--- config.mk ---
export PLATFORM = sky130hd
export DESIGN_NAME = serializer
export DESIGN_NICKNAME = d
export VERILOG_FILES = /design/src/rtl/serializer.sv
export SDC_FILE = /design/constraint.sdc
export NUM_CORES = 1
export LEC_CHECK = 0
export CAP_MARGIN = 15
export CORE_MARGIN = 5
export CORE_UTILIZATION = 42
export DETAILED_ROUTE_END_ITERATION = 16
export PLACE_DENSITY = 0.69
export SKIP_CTS_REPAIR_TIMING = 1
export SLEW_MARGIN = 40
export SYNTH_ARGS = -nofsm -noshare
export SYNTH_HDL_FRONTEND = slang
export SYNTH_SLANG_ARGS = --single-unit
--- constraint.sdc ---
create_clock -name clk_i -period 3.4 [get_ports clk_i]
set_clock_uncertainty 0.2 [all_clocks]
set_input_delay 0.85 -clock clk_i [delete_from_list [all_inputs] [get_ports clk_i]]
set_output_delay 0.85 -clock clk_i [all_outputs]
set_load 0.005 [all_outputs]
--- src/rtl/serializer.sv ---
`default_nettype none
// ============================================================================
// serializer : parallel-to-serial converter, N valid bits out one per clock.
// Option SERIALIZER_LSB_FIRST_EN : emit the N LSBs, bit 0 first (default MSB-first)
// Revision   : 1.0
// ============================================================================
module serializer #(
  parameter int DATA_BUS_WIDTH = 16,
  parameter int DATA_MOD_WIDTH = $clog2(DATA_BUS_WIDTH)
) (
  input  logic                      clk_i,
  input  logic                      srst_i,
  input  logic [DATA_BUS_WIDTH-1:0] data_i,
  input  logic [DATA_MOD_WIDTH-1:0] data_mod_i,
  input  logic                      data_val_i,
  output logic                      ser_data_o,
  output logic                      ser_data_val_o,
  output logic                      busy_o
);

  localparam int CNT_W = DATA_MOD_WIDTH + 1;

  typedef enum logic [0:0] {
    ST_IDLE = 1'b0,
    ST_SEND = 1'b1
  } state_t;

  state_t                    r_state;
  state_t                    w_state_nxt;
  logic [DATA_BUS_WIDTH-1:0] r_shift;
  logic [DATA_BUS_WIDTH-1:0] w_shift_nxt;
  logic [CNT_W-1:0]          r_cnt;
  logic [CNT_W-1:0]          w_cnt_nxt;
  logic [CNT_W-1:0]          w_len;
  logic                      w_accept;
  logic                      w_out_bit;
  logic [DATA_BUS_WIDTH-1:0] w_shifted;

  // A zero length field encodes a full-width word.
  assign w_len    = (data_mod_i == '0) ? CNT_W'(DATA_BUS_WIDTH) : {1'b0, data_mod_i};
  assign w_accept = data_val_i && (r_state == ST_IDLE) && (w_len > CNT_W'(2));

`ifdef SERIALIZER_LSB_FIRST_EN
  assign w_out_bit = r_shift[0];
  assign w_shifted = {1'b0, r_shift[DATA_BUS_WIDTH-1:1]};
`else
  assign w_out_bit = r_shift[DATA_BUS_WIDTH-1];
  assign w_shifted = {r_shift[DATA_BUS_WIDTH-2:0], 1'b0};
`endif

  always_ff @(posedge clk_i) begin
    if (srst_i) begin
      r_state <= ST_IDLE;
      r_shift <= '0;
      r_cnt   <= '0;
    end else begin
      r_state <= w_state_nxt;
      r_shift <= w_shift_nxt;
      r_cnt   <= w_cnt_nxt;
    end
  end

  always_comb begin
    w_state_nxt = r_state;
    w_shift_nxt = r_shift;
    w_cnt_nxt   = r_cnt;
    case (r_state)
      ST_IDLE: begin
        if (w_accept) begin
          w_shift_nxt = data_i;
          w_cnt_nxt   = w_len;
          w_state_nxt = ST_SEND;
        end
      end
      ST_SEND: begin
        w_shift_nxt = w_shifted;
        w_cnt_nxt   = r_cnt - CNT_W'(1);
        // The bit on the output this cycle is the last one of the word.
        if (r_cnt == CNT_W'(1)) begin
          w_state_nxt = ST_IDLE;
        end
      end
      default: begin
        w_state_nxt = ST_IDLE;
      end
    endcase
  end

  assign ser_data_val_o = (r_state == ST_SEND);
  assign busy_o         = (r_state == ST_SEND);
  assign ser_data_o     = (r_state == ST_SEND) && w_out_bit;

endmodule
`default_nettype wire
==> summary.txt <==
outcome: finished clean
Placer Congestion: 0.818
Sink Count: 22
worst hold path type: reg2reg
Synthesized Nets: 159
Starting Density: 0.427
total CTS buffers: 3
Nets: 179
Max Freq: 0.405 GHz
Ant. Diodes: 0
post-route design area: 1420 um2
Post-Route WL: 2.80 mm
placed cell area: 1380 um2
core area: 2690 um2
mean area per synthesized cell: 8.55 um2
max-slew violation count: 0
Max Root-Sink Buffers: 2
P_leak: 0.509 nW
DIE AREA: 3870 um2
vias per cell: 5.97
vias: 1099
Clock Latency Late Sink: 0.31 ns
share of cells above drive strength 1: 0.0654
root buf cell: clkbuf_4
initial antenna violation count: 0
Post-DP HPWL: 2.06 mm
largest driver fanout on the critical path: 9
Tcrit/Tclk final: 0.727
Seq/Total Area, Yosys: 0.384
Area Growth Syn to Fin: 23.8%
CTS tree: yes
CP required: 3.37 ns
main combinational cell family by area after synthesis: compound AO/OA/AOI/OAI gates
Yosys top cell by area: dfxtp_1
setup ws final: 0.928 ns
Syn. warnings: 0
port bufs: 25
maximum VDD drop: 0.230 mV
die height: 62.2 um
1st-iter DRT viols: 68
Pre-Repair DR Iteration Count: 4
kind of critical path: in2reg
crit path DAT: 2.44 ns
commonest cells after routing, fill and taps aside: clkdlybuf4s50_1 (25), dfxtp_1 (22), a21oi_1 (17)
Tightest Pin Transition: 0.831 ns
final setup vio count: 0
Mapped Area: 1150 um2
largest net degree at the start of global routing: 28
simple-gate share of the synthesized area: 0.152
Synth Area in Compound Gates: 0.303
Routed Antenna Nets: 0
Clock transition at path regs: 0.12 ns
synth top area cells: dfxtp_1 (38%), a21oi_1 (7.4%), a32oi_1 (6.9%)
I/O pin count: 26
post-route minimum period: 2.47 ns
All-Layer GR Usage: 0.144
share of synthesized area spent on multiplexers: 0.0175
GRT overflow: 0
post-route DRC violation count: 0
pre-CTS WS: 0.595 ns
Yosys reg bits: 22
RSZ-0062 raised after global routing: no
synthesized instance count: 134
Pwr Density: 419 nW/um2
routed len/inst: 15.2 um
most common cell after layout, fill and taps aside: clkdlybuf4s50_1
Row Count: 19
Hold Vio Cnt, Final: 0
XOR/XNOR Fraction of Synth Area: 0.0295
Slew headroom: 0.445
Synth cell types: 33
Die W: 62.2 um
adder-cell share of the synthesized area: 0.0218
H-tree levels: 1
top-area cell type share of the netlist area: 0.384
vias in the first global route: 1090
first-pass GRT wire length: 4.71 mm
setup TNS: 0 ns
MaxCap Viol Count: 0
crit start category: input pin
Setup crit end kind: flop
## synth_stat cells
master / count
o21ai_1: 1
or2_2: 1
o22ai_4: 1
a2bb2oi_1: 1
o311a_1: 2
a211oi_1: 3
xnor2_2: 1
xor2_1: 2
a21oi_1: 17
dfxtp_1: 22
a221oi_1: 1
a31oi_1: 4
buf_2: 3
nand2_1: 9
nor2b_1: 1
ha_1: 2
nand2b_1: 3
a221o_1: 1
nor4_1: 4
mux2i_1: 2
o211ai_1: 2
or3_4: 1
a32oi_1: 9
buf_4: 1
buf_6: 2
clkbuf_1: 6
o31ai_1: 3
nor3b_1: 1
o32ai_1: 3
nor3_1: 5
or3_1: 1
nor2_1: 9
inv_1: 10
## area by class of cell
class | instances | area (um2)
repair buffers | 27 | 265
flip-flops and latches | 22 | 440
fillers | 256 | 1270
clock buffers | 4 | 36.3
inverters | 10 | 37.5
multi-input cells | 90 | 601
well taps | 31 | 38.8
## final timing paths
kind                  from     endpoint  slack (ns)  cells past startpoint
min reg2reg    r_shift[13]  r_shift[13]        0.26                      2
max reg2reg         busy_o     r_cnt[0]        1.45                      5
max          data_mod_i[2]   r_shift[9]        0.93                      5
min            r_shift[13]  r_shift[13]        0.26                      2
## sequential cells by signal, summed over array words and instances, names as in the netlist
signal and cells:
busy_o 1, r_cnt 5, r_shift 16
## power by group
part           internal [mW]  switching, mW  total (mW)
Sequential             0.282         0.0161       0.298
Combinational         0.0738         0.0752       0.149
Clock                 0.0655         0.0822       0.148
## critical path, stage by stage
cell and delay [ns]:
clkdlybuf4s50_1 0.50, or2_2 0.41, nand2b_1 0.32, a32oi_1 0.27, a21oi_1 0.09
## cell families after synthesis
group | after synthesis
compound gates | 48
xor+xnor | 3
fa+ha+maj | 2
buf+inv | 22
flops | 22
mux | 2
simple gates | 35
## per-layer routing
layer,share of wire,up-vias,global-route usage
met5,0,-,0
met4,0.012,0,0.0569
met3,0.058,5,0.0324
met2,0.51,33,0.255
met1,0.42,524,0.166
li1,-,537,-
## stage by stage
stage          utilization  hold WS [ns]  std cells  power (mW)
5_1_grt              0.528         0.286        184       0.628
3_5_place_dp         0.515         0.240        180       0.453
3_3_place_gp         0.515         0.235        180       0.448
6_report             0.528         0.259        184       0.595
2_1_floorplan            -         0.228        134       0.400
4_1_cts              0.528         0.259        184       0.598
Note: power is estimated with default switching activity, not from simulation.
==> patch 1 (config.mk and constraints unchanged) <==
Add a define of `SERIALIZER_LSB_FIRST_EN`.
--- a/src/rtl/serializer.sv
+++ b/src/rtl/serializer.sv
@@ -5,4 +5,6 @@
 // Revision   : 1.0
 // ============================================================================
+`define SERIALIZER_LSB_FIRST_EN
+
 module serializer #(
   parameter int DATA_BUS_WIDTH = 16,
Check against the original RTL: not equivalent (Yosys sat finds a counterexample within 4 cycles, from zero or initial values and one cycle with srst_i high).
==> patch 1 against the unedited design <==
- maximum frequency is 6.7% lower
- wire length is 0.43% lower
- sequential share of layout area is 1.2 points lower
- clock power is 3% lower
- critical endpoint is now ser_data_o
- sequential cell count stayed put
- final area is 4.1% higher
- global-route usage is 0.39 points lower
- setup slack worse by 180 ps
- synthesized cell count stayed put
- count of clock-buffer cells in the layout stayed put
- synthesized area is 2.4% higher
- power is 0.91% lower
==> patch 1: results (changes against the unedited design) <==
| Metric | Value |
|---|---|
| Met3 WL | 135 um (-16%) |
| Wire length of the first global-routing pass | 4.62 mm (-2.0%) |
| Met1 Track Usage GR | 18.8% (+2.2 points) |
| Fin nets | 183 (+2.2%) |
| Routability cong. | 0.785 (-4.1%) |
| Worst Path Arrival | 1600 ps (-840 ps) |
| Layout cell share with drive strength beyond 1 | 9.55% (+3.0 points) |
| P_leak | 0.514 nW (+0.87%) |
| Comb pwr | 143 uW (-4%) |
| Post-Place Cell Area | 1440 um^2 (+4.3%) |
| Post-place setup slack | 651 ps (+56.2 ps) |
| Dpl hpwl | 1.99 mm (-3.2%) |
| Multi-In Gates | 98 (+8.9%) |
| Yosys cell types | 39 (+18%) |
| Power Internal | 422 uW (+0.21%) |
| Met2 usage | 21.0% (-4.5 points) |
| DR vias/cell | 5.86 (-1.9%) |
| Status | complete, no violations |
| Repair and plain buffers | 30 (+11%) |
| Multi-input logic area | 663 um^2 (+10%) |
| Sequential power | 303 uW (+2%) |
| Post-synthesis sequential area ratio | 37.5% (-0.90 points) |
| Vias in the first global route | 1,001 (-8.2%) |
| Top post-synthesis cells by area | dfxtp_1 (38%), a32oi_1 (6.7%), o2bb2ai_1 (6.7%), nor2_1 (4.8%), nor3_1 (3.4%) |
| Initial DRC Count | 60 (-12%) |
## patch 1: changes by cell type after synthesis, moves of 4 or more
cell	before	now
nand3b_1	0	4
o21ai_0	0	4
nor2_1	9	15
inv_1	10	3
a21oi_1	17	1
o2bb2ai_1	0	9
## patch 1: per-stage QoR
stage | power [mW] | std cells | util [%] | hold slack (ps)
2_1_floorplan | 0.395 | 134 | - | 232
3_3_place_gp | 0.447 | 184 | 53.2 | 245
3_5_place_dp | 0.451 | 184 | 53.2 | 250
4_1_cts | 0.595 | 188 | 54.5 | 282
5_1_grt | 0.627 | 188 | 54.5 | 293
6_report | 0.589 | 188 | 54.5 | 281
## patch 1: final timing paths
kind	startpoint	slack (ps)	end	depth (start not counted)
max	busy_o	750	ser_data_o	2
min	r_shift[6]	280	r_shift[6]	1
min reg2reg	r_shift[6]	280	r_shift[6]	1
max reg2reg	busy_o	1400	r_cnt[2]	6
## patch 1: worst max-delay path, cell delays in order, from the launching register on
cell,delay [ps]
dfxtp_1,610
and2_1,190
clkdlybuf4s50_1,490
==> patch 2 (same settings) <==
Made on the original files. Reset style: asynchronous (`srst_i`), changed in one clocked block.
--- a/src/rtl/serializer.sv
+++ b/src/rtl/serializer.sv
@@ -49,5 +49,5 @@
 `endif
 
-  always_ff @(posedge clk_i) begin
+  always_ff @(posedge clk_i or posedge srst_i) begin
     if (srst_i) begin
       r_state <= ST_IDLE;
Function: differs if srst_i is asserted again (counterexample within 4 cycles, from zero or initial values and one cycle with srst_i high); with srst_i held inactive, the same outputs for 10 cycles.
==> patch 2 against the unedited design <==
- die area is 29% higher
- register-to-register slack gained 190 ps
- critical path depth shrank 3
- non-clock buffer count is 2 higher
- sequential cell count stayed put
- maximum frequency decreased by 11%
- power up 120%
- wire length up 17%
- largest power group is now combinational logic
- final area rose by 30%
- first-iteration DRC count did not move
- setup slack worse by 300 ps
- combinational power rose to 4.0 times the old value
- synthesized area rose by 35%
==> patch 2: results (changes against the unedited design) <==
| Metric | Value |
|---|---|
| Worst hold margin | 339 ps (+79.2 ps) |
| Largest net degree at the start of global routing | 38 (+36%) |
| Rel. slew slack | 59.0% (+15 points) |
| Ys async rst share | 100% (+100 points) |
| Diodes inserted | 0 (unchanged) |
| CTS max path bufs | 2 (unchanged) |
| Top FF cell, synth | dfrtp_1 |
| P_leak | 0.768 nW (+51%) |
| Routability cong. | 0.777 (-5.0%) |
| IO Port Bufs | 25 (unchanged) |
| Tot Pwr | 1.29 mW (+120%) |
| Status | complete, no violations |
| Initial DRC Count | 68 (unchanged) |
| # fillers | 357 (+39%) |
| Post-synth top cells | dfrtp_1 (22), nand2b_1 (20), a21oi_1 (19), nor2b_1 (17) |
| Worst Setup Slack, final | 633 ps (-295 ps) |
| Clk pwr | 187 uW (+26%) |
| Clk pin slew, worst setup/hold paths | 80 ps (-40 ps) |
| Drt wl/cell | 13.7 um (-9.9%) |
| Clk_lat worst skew | 260 ps (-50 ps) |
| Net Sw Frac | 34.3% (+5.1 points) |
| H-Tree Depth | 1 (unchanged) |
| DR vias/cell | 5.69 (-4.8%) |
| R2R setup slack | 1640 ps (+190 ps) |
| Worst Path Max Fanout | 22 (+13) |
| Post-synthesis sequential area ratio | 35.6% (-2.8 points) |
| CTS Buf Count | 3 (unchanged) |
| Warnings from Yosys | 0 (unchanged) |
| Synth Net Count | 198 (+25%) |
| DR pass1 iterations | 4 (unchanged) |
| Top reg by flops | r_shift |
| Post-Place Cell Area | 1790 um^2 (+30%) |
| Layout cell share with drive strength beyond 1 | 14.2% (+7.7 points) |
| Dpl hpwl | 2.14 mm (+3.7%) |
| VDD IR max | 0.347 mV (+50%) |
| Post-place setup slack | 726 ps (+131 ps) |
| Inst Count DP | 234 (+30%) |
| Combinational cell fraction of total power | 46.0% (+21 points) |
| Worst hold path type | flip-flop to flip-flop |
| Vias in the first global route | 1,288 (+18%) |
| Top post-synthesis cells by area | dfrtp_1 (36%), a31o_2 (8.5%), o31a_1 (8.5%), nand2b_1 (8.1%), nor2b_1 (6.9%) |
| Yosys cell types | 35 (+6.1%) |
| Root buf cell | clkbuf_8 |
| Global Route Usage Sum | 13.4% (-1.0 points) |
| Worst Path Arrival | 1720 ps (-720 ps) |
| Mean Syn Cell Area | 8.93 um^2 (+4.4%) |
| Wire length of the first global-routing pass | 5.72 mm (+21%) |
| Post-route insts no fill | 238 (+29%) |
| Initial antenna violation count | 0 (unchanged) |
| Max reg flops | 16 (unchanged) |
| Fin nets | 216 (+21%) |
[patch 2: changes by cell type in the layout (fill, tap and decap cells not counted), sizes merged, moves of 6 or more]
cell	unedited run	this run
nand2b	3	20
a32oi	9	2
o31a	0	15
dfrtp	0	22
dfxtp	22	0
nor2	9	2
nor2b	1	17
inv	10	4
nand2	9	15
a31o	0	15
[patch 2: metal layers]
metal / track usage [%] / share of wire (%)
met5: 0 / 0
met4: 4.38 / 1.5
met3: 3.13 / 5.1
met2: 22.6 / 50
met1: 17.1 / 43
[patch 2: path summary, 6_finish.rpt]
kind	startpoint	end	depth (start not counted)
min	r_shift[0]	r_shift[0]	2
min in group asynchronous	srst_i	r_shift[8]	2
max	busy_o	ser_data_o	2
min reg2reg	r_shift[0]	r_shift[0]	2
max in group asynchronous	srst_i	r_shift[11]	2
max reg2reg	busy_o	r_cnt[0]	3
[patch 2: critical path, cell delays in order (launching register included)]
cell and delay [ps]:
dfrtp_1 740, and2_1 220, clkdlybuf4s50_1 500
[patch 2: final cells by class]
class                           count  area [um^2]  area share [%]
Clock buffer                        4         55.1            2.98
Sequential cell                    22          551            29.8
Multi-Input combinational cell    131          885            47.9
Inverter                            4         15.0           0.814
Timing Repair Buffer               29          280            15.2
Tap cell                           48         60.1            3.25
[patch 2: kinds of logic (layout without fill, tap and decap cells)]
family,after synthesis,after routing,share of synthesized area (%)
XOR/XNOR,3,3,2.19
adder cells (fa/ha/maj),2,2,1.62
AND/OR/NAND/NOR,64,64,23.5
buffers and inverters,20,37,7.13
AO/OA/AOI/OAI,61,61,29.3
flip-flops,22,22,35.6
multiplexers,1,1,0.648
